**src/rtl/tile_feedback_drawer_pkg.sv**
```systemverilog
// Shared definitions for the tile feedback drawer.
//   state_e       : drawer FSM state encoding
//   COLOUR_BG     : fill colour for a correct hit
//   COLOUR_MISS   : fill colour for a miss
//   SCREEN_*      : screen geometry shared by the drawing blocks
//   COORD_W       : width of the unclipped y sum, wide enough for
//                   row*TILE_H + offset + dy without wrapping
package piano_pkg;

  typedef enum logic [1:0] {
    ST_IDLE   = 2'd0,
    ST_DRAW   = 2'd1,
    ST_FINISH = 2'd2,
    ST_REJECT = 2'd3
  } state_e;

  localparam logic [2:0] COLOUR_BG   = 3'b111;
  localparam logic [2:0] COLOUR_MISS = 3'b100;

  localparam int SCREEN_W     = 320;
  localparam int SCREEN_H_DEF = 240;
  localparam int COORD_W      = 10;

  function automatic logic [2:0] mode_colour(input logic miss);
    return miss ? COLOUR_MISS : COLOUR_BG;
  endfunction

endpackage

```
**src/rtl/tile_feedback_drawer_if.sv**
```systemverilog
// Request / pixel-stream bundle between a requester and the drawer.
//   go, mode, lane, row, offset : request (requester -> drawer)
//   x, y, colour, plot          : pixel write stream (drawer -> requester)
//   busy, done, err             : status (drawer -> requester)
// LW must equal the drawer's lane width, $clog2(NUM_LANES+1).
interface tile_feedback_drawer_if #(
  parameter int LW       = 3,
  parameter int ROW_W    = 3,
  parameter int OFFSET_W = 6
) ();

  logic                go;
  logic                mode;
  logic [LW-1:0]       lane;
  logic [ROW_W-1:0]    row;
  logic [OFFSET_W-1:0] offset;

  logic [8:0]          x;
  logic [7:0]          y;
  logic [2:0]          colour;
  logic                plot;
  logic                busy;
  logic                done;
  logic                err;

  modport master (
    output go, mode, lane, row, offset,
    input  x, y, colour, plot, busy, done, err
  );

  modport slave (
    input  go, mode, lane, row, offset,
    output x, y, colour, plot, busy, done, err
  );

endinterface

```
**src/rtl/tile_feedback_drawer_pixel_scan_counter.sv**
```systemverilog
// Row-major pixel scan counter for a W x H tile.
//   clk_i   : rising-edge clock
//   rst_i   : synchronous active-high reset
//   clear_i : restart the scan at (0,0); wins over en_i
//   en_i    : advance one pixel
//   dx_o    : column inside the tile, 0..W-1 (inner index)
//   dy_o    : row inside the tile, 0..H-1 (outer index)
//   last_o  : current position is the final pixel (W-1, H-1)
module pixel_scan_counter #(
  parameter int W = 40,
  parameter int H = 30,
  localparam int DXW = (W > 1) ? $clog2(W) : 1,
  localparam int DYW = (H > 1) ? $clog2(H) : 1
) (
  input  logic           clk_i,
  input  logic           rst_i,
  input  logic           clear_i,
  input  logic           en_i,
  output logic [DXW-1:0] dx_o,
  output logic [DYW-1:0] dy_o,
  output logic           last_o
);

  localparam logic [DXW-1:0] DX_LAST = DXW'(W - 1);
  localparam logic [DYW-1:0] DY_LAST = DYW'(H - 1);

  logic [DXW-1:0] dx_q;
  logic [DYW-1:0] dy_q;

  always_ff @(posedge clk_i) begin
    if (rst_i || clear_i) begin
      dx_q <= '0;
      dy_q <= '0;
    end else if (en_i) begin
      if (dx_q == DX_LAST) begin
        dx_q <= '0;
        dy_q <= (dy_q == DY_LAST) ? '0 : dy_q + 1'b1;
      end else begin
        dx_q <= dx_q + 1'b1;
      end
    end
  end

  assign dx_o   = dx_q;
  assign dy_o   = dy_q;
  assign last_o = (dx_q == DX_LAST) && (dy_q == DY_LAST);

endmodule

```
**src/rtl/tile_feedback_drawer.sv**
```systemverilog
// Draws one solid-colour feedback tile as a stream of pixel writes.
//   clock_i : rising-edge system clock
//   reset_i : synchronous active-high reset
//   bus     : slave side of tile_feedback_drawer_if
//             request go/mode/lane/row/offset in,
//             pixel x/y/colour/plot and busy/done/err out
// A request is accepted in IDLE and latched; the tile is then swept
// row-major, one pixel per cycle, with rows below the screen clipped.
// All outputs are registered, so pixel k of a tile accepted at edge N
// appears in cycle N+1+k.
module tile_feedback_drawer
  import piano_pkg::*;
#(
  parameter int NUM_LANES = 4,
  parameter int TILE_W    = 40,
  parameter int TILE_H    = 30,
  parameter int X0        = 80,
  parameter int SCREEN_H  = SCREEN_H_DEF,
  parameter int ROW_W     = 3,
  parameter int OFFSET_W  = 6
) (
  input  logic                  clock_i,
  input  logic                  reset_i,
  tile_feedback_drawer_if.slave bus
);

  // One extra code point beyond the lane count so an out-of-range lane
  // index can actually be presented and rejected.
  localparam int LW  = $clog2(NUM_LANES + 1);
  localparam int DXW = (TILE_W > 1) ? $clog2(TILE_W) : 1;
  localparam int DYW = (TILE_H > 1) ? $clog2(TILE_H) : 1;

  localparam logic [LW-1:0]      LANE_LIM = LW'(NUM_LANES);
  localparam logic [DXW-1:0]     DX_LAST  = DXW'(TILE_W - 1);
  localparam logic [COORD_W-1:0] Y_LIMIT  = COORD_W'(SCREEN_H);

  state_e             state_q;
  logic               mode_q;
  logic [8:0]         xb_q;
  logic [COORD_W-1:0] yb_q;
  logic [8:0]         x_q;
  logic [7:0]         y_q;
  logic [2:0]         colour_q;
  logic               plot_q;
  logic               busy_q;
  logic               done_q;
  logic               err_q;

  logic [DXW-1:0]     dx;
  logic [DYW-1:0]     dy;
  logic               last;

  logic               lane_ok;
  logic               accept;
  logic [8:0]         acc_x;
  logic [COORD_W-1:0] acc_y;
  logic [DXW-1:0]     dx_d;
  logic [DYW-1:0]     dy_d;
  logic [8:0]         x_d;
  logic [COORD_W-1:0] y_d;

  always_comb begin
    lane_ok = (bus.lane < LANE_LIM);
    accept  = (state_q == ST_IDLE) && bus.go && lane_ok;
    acc_x   = 9'(X0) + 9'(bus.lane) * 9'(TILE_W);
    acc_y   = COORD_W'(bus.row) * COORD_W'(TILE_H) + COORD_W'(bus.offset);

    // Outputs are registered one cycle ahead of the scan counter, so the
    // value loaded each DRAW edge is for the pixel after (dx, dy).
    dx_d = dx;
    dy_d = dy;
    if (dx == DX_LAST) begin
      dx_d = '0;
      dy_d = dy + 1'b1;
    end else begin
      dx_d = dx + 1'b1;
    end
    x_d = xb_q + 9'(dx_d);
    y_d = yb_q + COORD_W'(dy_d);
  end

  pixel_scan_counter #(
    .W (TILE_W),
    .H (TILE_H)
  ) u_scan (
    .clk_i   (clock_i),
    .rst_i   (reset_i),
    .clear_i (accept),
    .en_i    (state_q == ST_DRAW),
    .dx_o    (dx),
    .dy_o    (dy),
    .last_o  (last)
  );

  always_ff @(posedge clock_i) begin
    if (reset_i) begin
      state_q  <= ST_IDLE;
      mode_q   <= 1'b0;
      xb_q     <= '0;
      yb_q     <= '0;
      x_q      <= '0;
      y_q      <= '0;
      colour_q <= '0;
      plot_q   <= 1'b0;
      busy_q   <= 1'b0;
      done_q   <= 1'b0;
      err_q    <= 1'b0;
    end else begin
      unique case (state_q)
        ST_IDLE: begin
          done_q <= 1'b0;
          err_q  <= 1'b0;
          if (bus.go && lane_ok) begin
            state_q  <= ST_DRAW;
            mode_q   <= bus.mode;
            xb_q     <= acc_x;
            yb_q     <= acc_y;
            x_q      <= acc_x;
            y_q      <= acc_y[7:0];
            colour_q <= mode_colour(bus.mode);
            plot_q   <= (acc_y < Y_LIMIT);
            busy_q   <= 1'b1;
          end else if (bus.go) begin
            state_q <= ST_REJECT;
            err_q   <= 1'b1;
            done_q  <= 1'b1;
            busy_q  <= 1'b1;
          end
        end

        ST_DRAW: begin
          if (last) begin
            state_q  <= ST_FINISH;
            x_q      <= '0;
            y_q      <= '0;
            colour_q <= '0;
            plot_q   <= 1'b0;
            done_q   <= 1'b1;
          end else begin
            x_q      <= x_d;
            y_q      <= y_d[7:0];
            colour_q <= mode_colour(mode_q);
            plot_q   <= (y_d < Y_LIMIT);
          end
        end

        ST_FINISH: begin
          state_q <= ST_IDLE;
          done_q  <= 1'b0;
          busy_q  <= 1'b0;
        end

        ST_REJECT: begin
          state_q <= ST_IDLE;
          err_q   <= 1'b0;
          done_q  <= 1'b0;
          busy_q  <= 1'b0;
        end

        default: begin
          state_q <= ST_IDLE;
          busy_q  <= 1'b0;
        end
      endcase
    end
  end

  assign bus.x      = x_q;
  assign bus.y      = y_q;
  assign bus.colour = colour_q;
  assign bus.plot   = plot_q;
  assign bus.busy   = busy_q;
  assign bus.done   = done_q;
  assign bus.err    = err_q;

endmodule

```
**src/flat_wrapper.sv**
```systemverilog
// flat-port wrapper written by rule: the top's interface ports become plain ports
module tile_feedback_drawer_flat import piano_pkg::*;
#(
  parameter int NUM_LANES = 4,
  parameter int TILE_W    = 40,
  parameter int TILE_H    = 30,
  parameter int X0        = 80,
  parameter int SCREEN_H  = SCREEN_H_DEF,
  parameter int ROW_W     = 3,
  parameter int OFFSET_W  = 6
)
  (clock_i, reset_i, bus_go, bus_mode, bus_lane, bus_row, bus_offset, bus_x, bus_y, bus_colour, bus_plot, bus_busy, bus_done, bus_err);
  tile_feedback_drawer_if #(.LW(3), .ROW_W(ROW_W), .OFFSET_W(OFFSET_W)) bus_i ();
  input  logic clock_i;
  input  logic reset_i;
  input wire logic [$bits(bus_i.go)-1:0] bus_go;
  input wire logic [$bits(bus_i.mode)-1:0] bus_mode;
  input wire logic [$bits(bus_i.lane)-1:0] bus_lane;
  input wire logic [$bits(bus_i.row)-1:0] bus_row;
  input wire logic [$bits(bus_i.offset)-1:0] bus_offset;
  output wire logic [$bits(bus_i.x)-1:0] bus_x;
  output wire logic [$bits(bus_i.y)-1:0] bus_y;
  output wire logic [$bits(bus_i.colour)-1:0] bus_colour;
  output wire logic [$bits(bus_i.plot)-1:0] bus_plot;
  output wire logic [$bits(bus_i.busy)-1:0] bus_busy;
  output wire logic [$bits(bus_i.done)-1:0] bus_done;
  output wire logic [$bits(bus_i.err)-1:0] bus_err;
  assign bus_i.go = bus_go;
  assign bus_i.mode = bus_mode;
  assign bus_i.lane = bus_lane;
  assign bus_i.row = bus_row;
  assign bus_i.offset = bus_offset;
  assign bus_x = bus_i.x;
  assign bus_y = bus_i.y;
  assign bus_colour = bus_i.colour;
  assign bus_plot = bus_i.plot;
  assign bus_busy = bus_i.busy;
  assign bus_done = bus_i.done;
  assign bus_err = bus_i.err;
  tile_feedback_drawer #(.NUM_LANES(NUM_LANES), .TILE_W(TILE_W), .TILE_H(TILE_H), .X0(X0), .SCREEN_H(SCREEN_H), .ROW_W(ROW_W), .OFFSET_W(OFFSET_W)) u_core (.clock_i(clock_i), .reset_i(reset_i), .bus(bus_i));
endmodule
```
**config.mk**
```make
export PLATFORM = sky130hd
export DESIGN_NAME = tile_feedback_drawer_flat
export DESIGN_NICKNAME = d
export VERILOG_FILES = /design/src/rtl/tile_feedback_drawer_pkg.sv /design/src/rtl/tile_feedback_drawer_if.sv /design/src/rtl/tile_feedback_drawer_pixel_scan_counter.sv /design/src/rtl/tile_feedback_drawer.sv /design/src/flat_wrapper.sv
export SDC_FILE = /design/constraint.sdc
export NUM_CORES = 1
export LEC_CHECK = 0
export CELL_PAD_IN_SITES_DETAIL_PLACEMENT = 2
export CELL_PAD_IN_SITES_GLOBAL_PLACEMENT = 2
export CORE_ASPECT_RATIO = 2
export CORE_MARGIN = 10
export CORE_UTILIZATION = 35
export CTS_BUF_LIST = sky130_fd_sc_hd__clkbuf_8
export DETAILED_ROUTE_END_ITERATION = 6
export PLACE_DENSITY_LB_ADDON = 0.25
export SYNTH_ARGS = -nofsm -noshare
export SYNTH_HDL_FRONTEND = slang
export SYNTH_SLANG_ARGS = --single-unit
```
**constraint.sdc**
```tcl
create_clock -name clock_i -period 4.2 [get_ports clock_i]
set_input_delay 0.84 -clock clock_i [delete_from_list [all_inputs] [get_ports clock_i]]
set_output_delay 0.84 -clock clock_i [all_outputs]
set_load 0.005 [all_outputs]
```
==> out/results.ini <==
[pwr]
p_switching_w = 0.000794
p_per_area_mw_per_mm2 = 493
clock_power_share_pct = 18.5
p_leak_nw = 1.63
p_sw_share_pct = 40.1
ir_drop_mv = 0.300
power.total_w = 0.00198
seqPwrFrac_pct = 33.7
p_int_w = 0.00119
combPwrFrac_pct = 47.8

[route]
drc = 0
drt_pass1_iterations = 4
drtIter0Drc = 89
wl_per_cell_um = 20.3
vias = 3068
viasPerCell = 5.70
drt_wl_total_um = 10900
postRouteAntennaNets = 0

[synthesis]
synth_top_area_share_pct = 31.3
synth_edf_count = 0
seq_area_frac_synth_pct = 31.3
async_flop_share_pct = 0
synth_most_common_cell = dfxtp_1
synthTopCellsByArea = dfxtp_1 (31%), ha_1 (12%), nor2_1 (5.3%)
synth_commonest_cells = dfxtp_1 (52), nor2_1 (47), ha_1 (31)
synth_nets = 440
ys_types = 56
yosysTopAreaCell = dfxtp_1
ys_ff_latch = 52
synth_warnings = 0
syn_area_per_cell_um2 = 8.58
syn_area_mm2 = 0.00332
synth_cells = 387
ys.flop_type = dfxtp_1

[critical_path]
worstPathArrival_ps = 4330
reg2regPathDepth = 12
reg2reg_to = u_core.bus.plot
crit_path_end_kind = register
critPathKind = input pin to register
r2r_start = u_core.u_scan.dx_o[0]
required_ps = 4470
critPathMaxFanout = 3
r2r_setup_slack_ps = 860
critPathLaunchType = input pin

[floorplanning]
die_x_um = 88.9
start_util_pct = 35.6
die-area_mm2 = 0.0140
coreArea_mm2 = 0.00932
pin_count = 40
die_h_um = 158
rows = 50

[clock_tree]
clkTransAtPathRegs_ps = 110
clock-sinks = 52
cts_buffers = 5
cts_tree = yes
htreeDepth = 2
clock_latency_ps = 320
cts_buffer_depth = 2
clockRootBuffer = clkbuf_8

[placed_design]
dp_slack_ps = -198
post-place-cells = 529
place_congestion = 0.801
numPortBuffers = 39
hpwlAfterDp_um = 8570

[sta]
slew_headroom_pct = 53.6
worst_pin_slew_ps = 694
post-route-min-period_ps = 4060
slew_viol_final = 0
clock-skew-final_ps = 6.31
finalCritPeriodShare_pct = 96.6
hold_viol_final = 0
fmax_mhz = 246
setup_viol = 0
fin_ws_ps = 143
setup_tns_ps = 0

[final_layout]
layoutNonFillerInstCount = 538
area_delta_synth_final_pct = 21.2
final_layout_size_suffix_gt1_share_pct = 10.6
nNetsFinal = 486
fillers = 1051
fin_util_pct = 43.2
diodes = 0

[global_routing]
grt_pass1_vias = 3504
grt_util_all_layers_pct = 16.3
antenna_found_initial = 0
grt_overflow = 0
grt_pass1_wl_um = 17800
grt_max_degree = 22

[job]
cap_violations = 0

[min_path]
worstHoldPathCells = 2
min_delay_worst_endpoint = u_core.bus.x[0]
hold_path.class = register to register
worstHoldStart = u_core.bus.x[0]

[outcome]
status = finished clean

-- kinds of logic after synthesis --
logic type | synth area share (%)
xor gates and xnor gates | 6.86
and+or+nand+nor | 18.2
DFF | 31.3
adders and majority gates | 15.3
buffers and inverters | 4.67
AOI/OAI and AO/OA | 22.4
muxes | 1.21
-- sequential cells by signal (all words and copies together) (netlist names) --
name / cells
u_core.bus.busy: 1
u_core.bus.colour: 2
u_core.bus.done: 1
u_core.bus.err: 1
u_core.bus.plot: 1
u_core.bus.x: 9
u_core.bus.y: 8
u_core.mode_q: 1
u_core.state_q: 2
u_core.u_scan.dx_o: 6
u_core.u_scan.dy_o: 5
u_core.xb_q: 6
u_core.yb_q: 9
-- repair_timing --
action	in CTS	in global routing
setup endpoints to repair	0	2
buffers inserted	0	1
hold buffers	0	0
resized for setup	0	5
hold endpoints to repair	0	0
-- metrics by stage --
stage                     area [µm²]  hold WS (ps)
after floorplan                 3320           429
after global placement          3890           438
after detailed placement        3890           458
after CTS                       4000           474
after global routing            4030           496
final                           4030           467
-- per-layer routing --
layer | share of wire, % | global-route usage (%) | up-vias
met1 | 36 | 15.9 | 1527
met4 | 3.0 | 6.74 | 0
li1 | - | - | 1473
met5 | 0 | 0 | -
met2 | 58 | 32.1 | 49
met3 | 2.6 | 2.37 | 19
-- power groups by stage --
stage / clock, W / sequential [W] / combinational [W]
2_1_floorplan: 0 / 0.000670 / 0.000536
3_3_place_gp: 0 / 0.000675 / 0.000901
3_5_place_dp: 0 / 0.000680 / 0.000938
4_1_cts: 0.000379 / 0.000670 / 0.000943
5_1_grt: 0.000397 / 0.000687 / 0.00105
6_report: 0.000367 / 0.000669 / 0.000947
-- worst max-delay path, cell delays in order --
cell	delay (ps)
clkdlybuf4s50_1	480
inv_1	70
fa_1	510
inv_1	110
ha_1	170
inv_1	60
fa_1	500
inv_1	40
ha_1	310
buf_4	150
a21oi_1	180
xor2_1	300
nor2_1	110
a311oi_1	320
a311o_1	160
-- cells in the final DEF (no fill, tap or decap), types with 2 or more instances in the layout --
master / count
o2111ai_1: 2
o221ai_1: 5
xnor2_1: 13
nand2_1: 24
a211oi_1: 7
a21oi_2: 3
a22o_1: 7
o22ai_1: 2
inv_1: 19
a21o_1: 4
clkbuf_8: 5
fa_1: 6
nor2b_1: 3
nor2_1: 47
o21ai_0: 27
a22oi_1: 2
nor3_1: 14
nand4_1: 6
nand3_1: 8
ha_1: 31
xor2_1: 12
buf_4: 18
o31a_1: 2
o21ai_1: 2
dfxtp_1: 52
o21bai_1: 3
mux2i_1: 4
o21a_1: 2
a221oi_1: 3
nand3b_1: 2
a21oi_1: 26
clkdlybuf4s50_1: 39
or2_2: 2
nor3b_1: 2
a221oi_2: 2
or3_1: 2
nand2b_1: 2
-- cell type report --
class                      count  area [µm²]  share of cell area (%)
clock buffer                   5        68.8                    1.71
tap                          104         130                    3.23
clock inverter                 3        42.5                    1.06
timing repair buffer          57         526                    13.1
sequential                    52        1040                    25.9
inverter                      18        67.6                    1.68
multi-input combinational    299        2150                    53.4
-- how the worst max path moves through the flow --
stage / from / cells after the start / to / slack, ps
floorplan: bus_row[0] / 14 / u_core.bus.y[7] / 580
global placement: bus_row[0] / 15 / u_core.bus.y[7] / -30
detailed placement: bus_row[1] / 15 / u_core.bus.y[7] / -200
CTS: bus_row[1] / 15 / u_core.bus.y[7] / 150
global route: bus_row[1] / 15 / u_core.bus.plot / -20
finish: bus_row[0] / 15 / u_core.bus.plot / 140
Power figures use the tool's default switching activity.
